==> src/rtl/aurora64b66b_link_ctrl.sv <==
// Aurora 64b66b link supervisor: reset sequencing, channel-up watchdog, retry count.
// Optional soft-error rate fault when AURORA_LINK_CTRL_SOFT_ERR_EN is defined.
module aurora64b66b_link_ctrl #(
    parameter int CH_CNT       = 3,
    parameter int RST_CYCLES   = 1024,
    parameter int UP_TIMEOUT   = 1048576,
    parameter int SOFT_ERR_WIN = 1024,
    parameter int SOFT_ERR_MAX = 15,
    parameter int RETRY_W      = 8
) (
    input  logic               init_clk,
    input  logic               reset_n,
    input  logic               restart,
    input  logic [CH_CNT-1:0]  channel_up,
    input  logic [CH_CNT-1:0]  hard_err,
    input  logic [CH_CNT-1:0]  soft_err,
    output logic               link_reset,
    output logic               link_ready,
    output logic [1:0]         state,
    output logic [RETRY_W-1:0] retry_cnt,
    output logic [CH_CNT-1:0]  fault_ch
);

    typedef enum logic [1:0] {
        S_RESET  = 2'd0,
        S_WAIT   = 2'd1,
        S_LINKED = 2'd2
    } state_t;

    localparam int TMAX = (RST_CYCLES > UP_TIMEOUT) ? RST_CYCLES : UP_TIMEOUT;
    localparam int TW   = $clog2(TMAX);
    localparam logic [TW-1:0] RST_LAST = TW'(RST_CYCLES - 1);
    localparam logic [TW-1:0] UP_LAST  = TW'(UP_TIMEOUT - 1);

    state_t              r_state;
    state_t              w_nxt;
    logic [TW-1:0]       r_tmr;
    logic [TW-1:0]       w_tmr_nxt;
    logic                r_link_reset;
    logic                r_link_ready;
    logic [RETRY_W-1:0]  r_retry;
    logic [CH_CNT-1:0]   r_fault_ch;
    logic [CH_CNT-1:0]   w_fault_ch_nxt;
    logic                w_fault;

    logic [CH_CNT-1:0]   r_up_m;
    logic [CH_CNT-1:0]   r_up_s;
    logic [CH_CNT-1:0]   r_herr_m;
    logic [CH_CNT-1:0]   r_herr_s;

    logic                w_all_up;
    logic                w_link_flt;
    logic [CH_CNT-1:0]   w_link_ch;
    logic                w_soft_flt;
    logic [CH_CNT-1:0]   w_soft_ch;

    // Status inputs come from the wrapper's user clock domain
    always_ff @(posedge init_clk or negedge reset_n) begin
        if (!reset_n) begin
            r_up_m   <= '0;
            r_up_s   <= '0;
            r_herr_m <= '0;
            r_herr_s <= '0;
        end else begin
            r_up_m   <= channel_up;
            r_up_s   <= r_up_m;
            r_herr_m <= hard_err;
            r_herr_s <= r_herr_m;
        end
    end

    assign w_all_up   = &r_up_s;
    assign w_link_ch  = ~r_up_s | r_herr_s;
    assign w_link_flt = ~w_all_up | (|r_herr_s);

`ifdef AURORA_LINK_CTRL_SOFT_ERR_EN
    localparam int WW = $clog2(SOFT_ERR_WIN);
    localparam int CW = $clog2(SOFT_ERR_MAX + 1);
    localparam logic [WW-1:0] WIN_LAST = WW'(SOFT_ERR_WIN - 1);
    localparam logic [CW-1:0] CNT_MAX  = CW'(SOFT_ERR_MAX);

    logic [CH_CNT-1:0] r_serr_m;
    logic [CH_CNT-1:0] r_serr_s;
    logic [WW-1:0]     r_win;
    logic [CW-1:0]     r_scnt;
    logic              w_win_end;
    logic              w_serr_any;
    logic [CW-1:0]     w_scnt_nxt;

    assign w_win_end  = (r_win == WIN_LAST);
    assign w_serr_any = |r_serr_s;
    // An error in the wrap cycle is the first count of the new window
    assign w_scnt_nxt = (w_win_end ? '0 : r_scnt) + CW'(w_serr_any);
    assign w_soft_flt = (r_state == S_LINKED) && w_serr_any
                        && (w_scnt_nxt == CNT_MAX);
    assign w_soft_ch  = r_serr_s;

    always_ff @(posedge init_clk or negedge reset_n) begin
        if (!reset_n) begin
            r_serr_m <= '0;
            r_serr_s <= '0;
            r_win    <= '0;
            r_scnt   <= '0;
        end else begin
            r_serr_m <= soft_err;
            r_serr_s <= r_serr_m;
            if (r_state == S_LINKED) begin
                r_win  <= w_win_end ? '0 : r_win + WW'(1);
                r_scnt <= w_scnt_nxt;
            end else begin
                r_win  <= '0;
                r_scnt <= '0;
            end
        end
    end
`else
    logic w_unused_soft;

    assign w_unused_soft = ^{soft_err,
                             1'(SOFT_ERR_WIN % 2),
                             1'(SOFT_ERR_MAX % 2)};
    assign w_soft_flt    = 1'b0;
    assign w_soft_ch     = '0;
`endif

    always_comb begin
        w_nxt          = r_state;
        w_tmr_nxt      = r_tmr;
        w_fault        = 1'b0;
        w_fault_ch_nxt = r_fault_ch;
        unique case (r_state)
            S_RESET: begin
                if (r_tmr == RST_LAST) begin
                    w_nxt     = S_WAIT;
                    w_tmr_nxt = '0;
                end else begin
                    w_tmr_nxt = r_tmr + TW'(1);
                end
            end
            S_WAIT: begin
                if (w_all_up) begin
                    w_nxt     = S_LINKED;
                    w_tmr_nxt = '0;
                end else if (r_tmr == UP_LAST) begin
                    w_nxt          = S_RESET;
                    w_tmr_nxt      = '0;
                    w_fault        = 1'b1;
                    w_fault_ch_nxt = ~r_up_s;
                end else begin
                    w_tmr_nxt = r_tmr + TW'(1);
                end
            end
            S_LINKED: begin
                w_tmr_nxt = '0;
                if (w_link_flt || w_soft_flt) begin
                    w_nxt          = S_RESET;
                    w_fault        = 1'b1;
                    w_fault_ch_nxt = (w_link_flt ? w_link_ch : '0)
                                   | (w_soft_flt ? w_soft_ch : '0);
                end
            end
            default: begin
                w_nxt     = S_RESET;
                w_tmr_nxt = '0;
            end
        endcase
        // Operator restart overrides any fault decided this cycle
        if (restart) begin
            w_nxt          = S_RESET;
            w_tmr_nxt      = '0;
            w_fault        = 1'b0;
            w_fault_ch_nxt = r_fault_ch;
        end
    end

    always_ff @(posedge init_clk or negedge reset_n) begin
        if (!reset_n) begin
            r_state      <= S_RESET;
            r_tmr        <= '0;
            r_link_reset <= 1'b1;
            r_link_ready <= 1'b0;
            r_retry      <= '0;
            r_fault_ch   <= '0;
        end else begin
            r_state      <= w_nxt;
            r_tmr        <= w_tmr_nxt;
            r_link_reset <= (w_nxt == S_RESET);
            r_link_ready <= (w_nxt == S_LINKED);
            r_fault_ch   <= w_fault_ch_nxt;
            if (w_fault && !(&r_retry)) begin
                r_retry <= r_retry + RETRY_W'(1);
            end
        end
    end

    assign link_reset = r_link_reset;
    assign link_ready = r_link_ready;
    assign state      = r_state;
    assign retry_cnt  = r_retry;
    assign fault_ch   = r_fault_ch;

endmodule

==> config.mk <==
export PLATFORM = sky130hd
export DESIGN_NAME = aurora64b66b_link_ctrl
export DESIGN_NICKNAME = d
export VERILOG_FILES = /design/src/rtl/aurora64b66b_link_ctrl.sv
export SDC_FILE = /design/constraint.sdc
export NUM_CORES = 1
export LEC_CHECK = 0
export BUFFER_PORTS_ARGS = -buffer_cell sky130_fd_sc_hd__buf_2
export CAP_MARGIN = 20
export CORE_MARGIN = 4
export CORE_UTILIZATION = 51
export DETAILED_ROUTE_END_ITERATION = 10
export PLACE_DENSITY = 0.72
export SLEW_MARGIN = 5
export SYNTH_ARGS = -nofsm -noshare
export SYNTH_HDL_FRONTEND = slang
export SYNTH_SLANG_ARGS = --single-unit
==> constraint.sdc <==
create_clock -name init_clk -period 2.1 [get_ports init_clk]
set_input_delay 0.42 -clock init_clk [delete_from_list [all_inputs] [get_ports init_clk]]
set_output_delay 0.42 -clock init_clk [all_outputs]
set_load 0.005 [all_outputs]
# After elaboration in Yosys (flattened, before gate mapping)
# Cells that the tools add are included.
[totals]
reg_bits = 47
out_inout_bits = 15
[classes]
add_sub_neg = 2
eq_ne = 8
n_mux = 20
bitwise = 5
reduce_logical = 9
[op_table]
columns = ["cell", "n"]
rows = [
  ["20-bit 2-to-1 mux", 4],
  ["20-bit one-hot mux with 2 select lines", 1],
  ["20-bit by 1-bit adder with 20-bit output (second input constant)", 1],
  ["20-bit by 10-bit == test with 1-bit output (second input constant)", 1],
  ["20-bit == test (second input constant)", 1],
  ["2-bit 2-to-1 mux", 5],
  ["3-bit 2-to-1 mux", 3],
  ["8-bit by 1-bit adder with 8-bit output (second input constant)", 1],
  ["8-bit AND reduction", 1],
  ["2-bit inequality test (second input constant)", 3],
  ["2-bit one-hot mux with 3 select lines", 1],
  ["3-bit one-hot mux with 2 select lines", 1],
  ["5-bit AND reduction", 1],
  ["2-bit == test (second input constant)", 2],
  ["2-bit zero test", 2],
  ["1-bit 2-to-1 mux", 4],
  ["3-bit inverter", 1],
  ["3-bit bitwise OR", 1],
  ["3-bit AND reduction", 1],
  ["3-bit OR reduction", 1],
  ["2-bit by 1-bit == test with 1-bit output (second input constant)", 1],
  ["1-bit inverter", 2],
  ["1-bit one-hot mux with 2 select lines", 1],
  ["2-bit nonzero test", 1],
  ["other kinds (3)", 3],
]

# Depth between registers and ports, before layout
# Gate-level depths: netlist of run 1.
[depth]
word_depth = 7
ltp_mapped = 8
mapped_depth_nobuf = 7

# Least setup slack after synthesis of run 1
# No wires, ideal clock.
[synth_timing]
path_kind = "register to register"
from = "register r_tmr[0]"
to = "register r_retry[1] (netlist: retry_cnt[1])"
setup_time_ps = 128
t_arrival_ps = 1925
t_required_ps = 1972
slack_ps = 47
path_stages_with_launch = 7
n_path_buf = 0
cell_sequence = "dfrtp_1 > ha_1 > nand3_2 > or3_1 > o32a_4 > nor2_1 > mux2_1"
[synth_via]
elab_chain_len = 6
[synth_rtl]
columns = ["item", "line", "source"]
rows = [
  ["start: declaration", "37", "logic [TW-1:0] r_tmr;"],
  ["start signal: assignment", "186", "r_tmr <= w_tmr_nxt;"],
  ["20-bit == test", "144", "end else if (r_tmr == UP_LAST) begin"],
  ["1-bit 2-to-1 mux", "144", ""],
  ["1-bit 2-to-1 mux", "141", "if (w_all_up) begin"],
  ["1-bit one-hot mux with 2 select lines", "131", "unique case (r_state)"],
  ["1-bit 2-to-1 mux", "168", "if (restart) begin"],
  ["1-bit logical AND", "190", "if (w_fault && !(&r_retry)) begin"],
  ["end signal: assignment", "191", "r_retry <= r_retry + RETRY_W'(1);"],
  ["end: declaration", "41", "logic [RETRY_W-1:0] r_retry;"],
]
# Every way passes these cells.
# A chain may end at the register's enable or synchronous reset.

# Worst setup path in the final report of run 1
[layout_timing]
from = "register r_tmr[18]"
to = "register r_retry[1] (netlist: retry_cnt[1])"
# The elaborated chain is that of the path after synthesis.

==> flow_summary.ini, run 1 <==
[run_status]
status = finished, final reports clean

[flow_run]
max_cap_violations = 0

[power]
cellPowerDensity_nw_per_um2 = 642
irDropWorstVdd_uv = 476
power_switching_share_pct = 21.1
total_power_uw = 1650
pwr-share-clk_pct = 40.2
p_switching_uw = 349
p_comb_share_pct = 3.5
p_int_uw = 1300
p_leak_uw = 0.00124
power_frac_seq_pct = 56.3

[place]
routabilityCongestion = 0.776
hpwl_mm = 2.78
numPortBuffers = 23

[floorplanning]
die_h_um = 72.4
start_util_pct = 52.9
core_area_um2 = 4000
ioPinCount = 27
die_area_um2 = 5240
die_w_um = 72.4
rows = 23

[synthesis]
synth_area_per_cell_um2 = 11.0
yosysWarnings = 0
synth_top_area_share_pct = 54.4
synth_nets = 210
synthDistinctLibCells = 37
synthTopCellsByArea = dfrtp_1 54%, xor2_1 5.8%, nor2_1 5.3%
synth.ff_latch_count = 47
ys_seq_area_share_pct = 55.6
synth_area_leader_cell = dfrtp_1
synth_cells = 192
syn-cell-area_um2 = 2120

[worst_setup_path]
critical-path-top-delay-family = simple AND/OR/NAND/NOR gates
path_class = register to register
critPathBufInv = 0
crit_chain = and4_1 -> or3b_1 -> o32a_4 -> nor2_2 -> mux2_1
crit_fanout = 7
cpPeakStageDelay_ps = 430
end_kind = register
critPathArrivalTime_ps = 2230
crit_path_start_kind = register
crit_slowest_cell = dfrtp_2
critPathRequiredTime_ps = 2300

[clocking]
htree_levels = 2
cts_tree = done
clock_latency_ps = 310
cts_root_buf = clkbuf_8
cts-buffers-inserted = 5
clk_pin_slew_ps = 90
cts_buffer_depth = 2
clock-sinks = 47

[grt]
grt_pass1_vias = 1507
track_usage_pct = 16.3
grt-ovfl-total = 0
grt_max_degree = 27
grt_pass1_wl_mm = 6.70
grt_antenna_before_repair = 0

[timing]
period_needed_ps = 2030
fin_skew_ps = 11.0
max_slew_margin_pct = 65.7
finalCritPeriodShare_pct = 96.8
hold_viol = 0
setup-violations-final = 0
fmax_mhz = 492
slew_viol_final = 0
tightest_slew_ps = 514

[route]
ant_nets = 0
drt-vias-per-instance = 5.28
vias = 1522
drc = 0
post_drt_wl_per_cell_um = 13.7
first_pass_iters = 7
wirelength_mm = 3.94
drtIter0Drc = 60

[worst_hold_path]
hp-class = input pin to async pin

[cells_and_area]
synthToLayoutAreaGrowth_pct = 21.5
drive_above_1_share_pct = 26.9
final_nets = 255
antenna_cells = 0
final_util_pct = 64.2
final_common_cell = dfrtp_1
final_cell_mix = 44 x dfrtp_1, 29 x nor2_1, 23 x buf_2, 19 x nand2_1, 15 x buf_4
[cells in the mapped netlist, drive strengths merged]
master and number:
nand2 19, or4 2, and3 3, and2 1, o21ai 1, dfstp 1, ha 6, nand4 6
o32a 1, buf 2, xor2 14, dfrtp 46, a41o 1, and4 1, nor3b 1, or3b 1
nor2 30, nor4 4, inv 7, o21bai 1, or3 1, mux2 5, nor2b 3, xnor2 10
a31oi 3, nor3 4, a21oi 1, nand3 13, nor4b 1, a2111oi 1, a21o 2
[power by group through the flow]
stage | clock [uW] | sequential [uW] | combinational [uW]
floorplan | 0 | 946 | 18.2
global placement | 0 | 946 | 55.0
detailed placement | 0 | 947 | 56.0
CTS | 677 | 929 | 55.9
global route | 714 | 932 | 66.0
finish | 664 | 929 | 57.2
[cell type report]
| cell class | count | area (um^2) |
|---|---|---|
| inverter | 7 | 26.3 |
| clock buffer | 5 | 68.8 |
| fill | 310 | 1430 |
| clock inverter | 3 | 46.3 |
| sequential | 47 | 1180 |
| multi-input combinational | 136 | 918 |
| timing repair buffer | 40 | 268 |
| tap | 50 | 62.6 |
[path summary, 6_finish.rpt]
kind | from | endpoint | slack (ps) | cells after the start
max | r_tmr[18] | retry_cnt[1] | 70 | 5
min | reset_n | retry_cnt[2] | 70 | 1
max reg2reg | r_tmr[18] | retry_cnt[1] | 70 | 5
min reg2reg | r_up_m[0] | r_up_s[0] | 340 | 0
max in group asynchronous | reset_n | r_tmr[18] | 1510 | 2
min in group init_clk | hard_err[2] | r_herr_m[2] | 220 | 1
[what timing repair did]
| action | in CTS | in global routing |
|---|---|---|
| gates resized for setup | 0 | 7 |
| endpoints found under the setup margin | 0 | 26 |
| buffers inserted | 0 | 6 |
| hold buffers | 0 | 0 |
[layer usage]
layer	track usage, %	up-vias	part of all wire, %
met1	20.8	745	44
met2	26.7	31	50
li1	-	740	-
met4	5.94	0	1.3
met5	0	-	0
met3	4.43	6	4.7
[sequential cells by signal (all words and copies together) (netlist names)]
| register | count |
|---|---|
| r_herr_m | 3 |
| r_up_s | 3 |
| link_reset | 1 |
| r_tmr | 20 |
| state | 2 |
| r_herr_s | 3 |
| link_ready | 1 |
| fault_ch | 3 |
| retry_cnt | 8 |
| r_up_m | 3 |
[through the flow]
stage          hold slack [ps]  TNS [ps]  area, um^2  worst slack, ps  instances
2_1_floorplan              124         0        2120             47.1        192
3_5_place_dp               336         0        2380             55.5        274
4_1_cts                   92.2         0        2500             39.3        282
5_1_grt                    104     -21.6        2570            -10.2        288
3_3_place_gp               332         0        2380             75.1        274
6_report                  74.0         0        2570             68.1        288
[logic make-up after synthesis]
| family | share of synthesized area (%) |
|---|---|
| compound gates | 4.38 |
| xor+xnor | 9.93 |
| fa+ha+maj | 3.55 |
| buf+inv | 2.13 |
| flops | 55.6 |
| mux | 2.66 |
| simple gates | 21.7 |
Power figures use the tool's default switching activity.
==> run 2: changes to the inputs <==
--- a/config.mk
+++ b/config.mk
@@ -10,7 +10,9 @@
 export CORE_MARGIN = 4
 export CORE_UTILIZATION = 51
 export DETAILED_ROUTE_END_ITERATION = 10
+export HOLD_SLACK_MARGIN = 0.12
 export PLACE_DENSITY = 0.72
+export REMOVE_ABC_BUFFERS = 1
 export SLEW_MARGIN = 5
 export SYNTH_ARGS = -nofsm -noshare
 export SYNTH_HDL_FRONTEND = slang
==> run 2 against run 1 <==
Against the previous run:
- clock power is 14% lower
- total power is 5.4% lower
- count of clock-buffer cells in the layout stayed put
- sequential share of layout area is 0.27 points higher
- largest cell class unchanged
- setup slack better by 0.94 ps
- fmax hardly changed
- register-to-register slack hardly changed
- core utilization is 0.44 points lower
- cell count is 0.35% lower
- die area stayed put
==> flow_summary.ini, run 2 (same netlist as run 1, synthesis figures left out) <==
[run_status]
status = finished, final reports clean

[worst_hold_path]
whs_path_depth = 1
hp-class = input pin to register
holdPathEnd = r_herr_m[1]
hold_start = hard_err[1]

[clocking]
cts_root_buf = clkbuf_8
cts-buffers-inserted = 5
htree_levels = 2
clock_latency_ps = 310
clock-sinks = 47
cts_buffer_depth = 2
clk_pin_slew_ps = 90
cts_tree = done

[place]
hpwl_mm = 2.66
numPortBuffers = 23
pre_cts_ws_ps = 31.4
routabilityCongestion = 0.780
dpl_cell_area_um2 = 2400

[cells_and_area]
fillers = 312
seqCellArea_um2 = 1180
largest_reg_flops = 20
final_nets = 254
synthToLayoutAreaGrowth_pct = 20.6
max_flop_register = r_tmr
multi_input_area_um2 = 927
fin_area_um2 = 2550
antenna_cells = 0
final_common_cell = dfrtp_1
final_cell_mix = 45 x dfrtp_1, 29 x nor2_1, 23 x buf_2, 19 x nand2_1, 14 x xor2_1
drive_above_1_share_pct = 26.2

[power]
p_leak_uw = 0.00125
pwr-share-clk_pct = 36.8
p_comb_share_pct = 3.8
power_switching_share_pct = 23.7
power_frac_seq_pct = 59.5
irDropWorstVdd_uv = 487
p_switching_uw = 370
p_int_uw = 1190
cellPowerDensity_nw_per_um2 = 612

[worst_setup_path]
crit_path_start_kind = register
r2r_cells = 5
critPathRequiredTime_ps = 2300
reg2reg_from = r_tmr[16]
end_kind = register
ff2ff_setup_slack_ps = 70
critPathArrivalTime_ps = 2230
r2r_end = retry_cnt[1]
crit_path_start = r_tmr[16]
crit_fanout = 7
path_class = register to register

[timing]
setup_tns_ps = 0
tightest_slew_ps = 554
setup-violations-final = 0
whs_ps = 214
hold_viol = 0
layout_setup_ws_ps = 69.0
period_needed_ps = 2030
fmax_mhz = 492
max_slew_margin_pct = 63.1
slew_viol_final = 0
finalCritPeriodShare_pct = 96.7
fin_skew_ps = 4.35
rsz0062_at_grt = true

[flow_run]
max_cap_violations = 0

[route]
drt-vias-per-instance = 5.23
drtIter0Drc = 86
vias = 1500
ant_nets = 0
wirelength_mm = 3.74
post_drt_wl_per_cell_um = 13.0
first_pass_iters = 4
drc = 0

[floorplanning]
die_w_um = 72.4
start_util_pct = 52.9
die_h_um = 72.4
die_area_um2 = 5240
ioPinCount = 27
core_area_um2 = 4000
rows = 23

[grt]
grt_max_degree = 25
grt-ovfl-total = 0
grt_antenna_before_repair = 0
grt_pass1_vias = 1532
grt_pass1_wl_mm = 6.71
gr-usage-met2_pct = 26.3
met3_usage_pct = 4.57
grt-busiest-layer = met2
grt.met1_usage_pct = 21.4
track_usage_pct = 16.5
run 2: through the flow:
step | std cells | total power, uW | utilization [%]
after floorplan | 190 | 960 | -
after global placement | 276 | 1000 | 59.9
after detailed placement | 276 | 1000 | 59.9
after CTS | 285 | 1590 | 62.6
after global routing | 287 | 1640 | 63.8
final | 287 | 1560 | 63.8
run 2: final cells by class:
| class | instances | area share (%) |
|---|---|---|
| clock buffer | 5 | 2.70 |
| clock inverter | 3 | 1.03 |
| inverter | 7 | 1.03 |
| timing repair buffer | 39 | 10.3 |
| tap | 50 | 2.45 |
| multi-input combinational | 136 | 36.3 |
| sequential | 47 | 46.2 |
run 2: what timing repair did:
action | in CTS | in global routing
resized for setup | 0 | 9
endpoints found under the setup margin | 0 | 23
hold buffers | 1 | 0
buffers inserted | 0 | 2
hold endpoints to repair | 22 | 0
run 2: worst max path at each step:
stage	to
global route	retry_cnt[1]
global placement	retry_cnt[1]
floorplan	retry_cnt[1]
detailed placement	retry_cnt[1]
finish	retry_cnt[1]
CTS	retry_cnt[1]
run 2: critical path: stages (launching register included):
cell and delay (ps):
dfrtp_1 410, and4_1 230, or3b_4 390, o32a_4 430
nor2_4 140, mux2_1 330
run 2: power by group through the flow:
| stage | Combinational (uW) | Sequential (uW) | Clock (uW) |
|---|---|---|---|
| global route | 68.2 | 932 | 640 |
| detailed placement | 56.5 | 947 | 0 |
| CTS | 57.8 | 929 | 601 |
| finish | 59.0 | 929 | 574 |
| floorplan | 14.6 | 946 | 0 |
| global placement | 54.6 | 946 | 0 |
run 2: layer usage:
layer / share of wire [%] / vias up / routed length [um]
li1: - / 749 / -
met1: 46 / 719 / 1720
met2: 49 / 25 / 1820
met3: 3.9 / 7 / 146
met4: 1.6 / 0 / 59
met5: 0 / - / 0
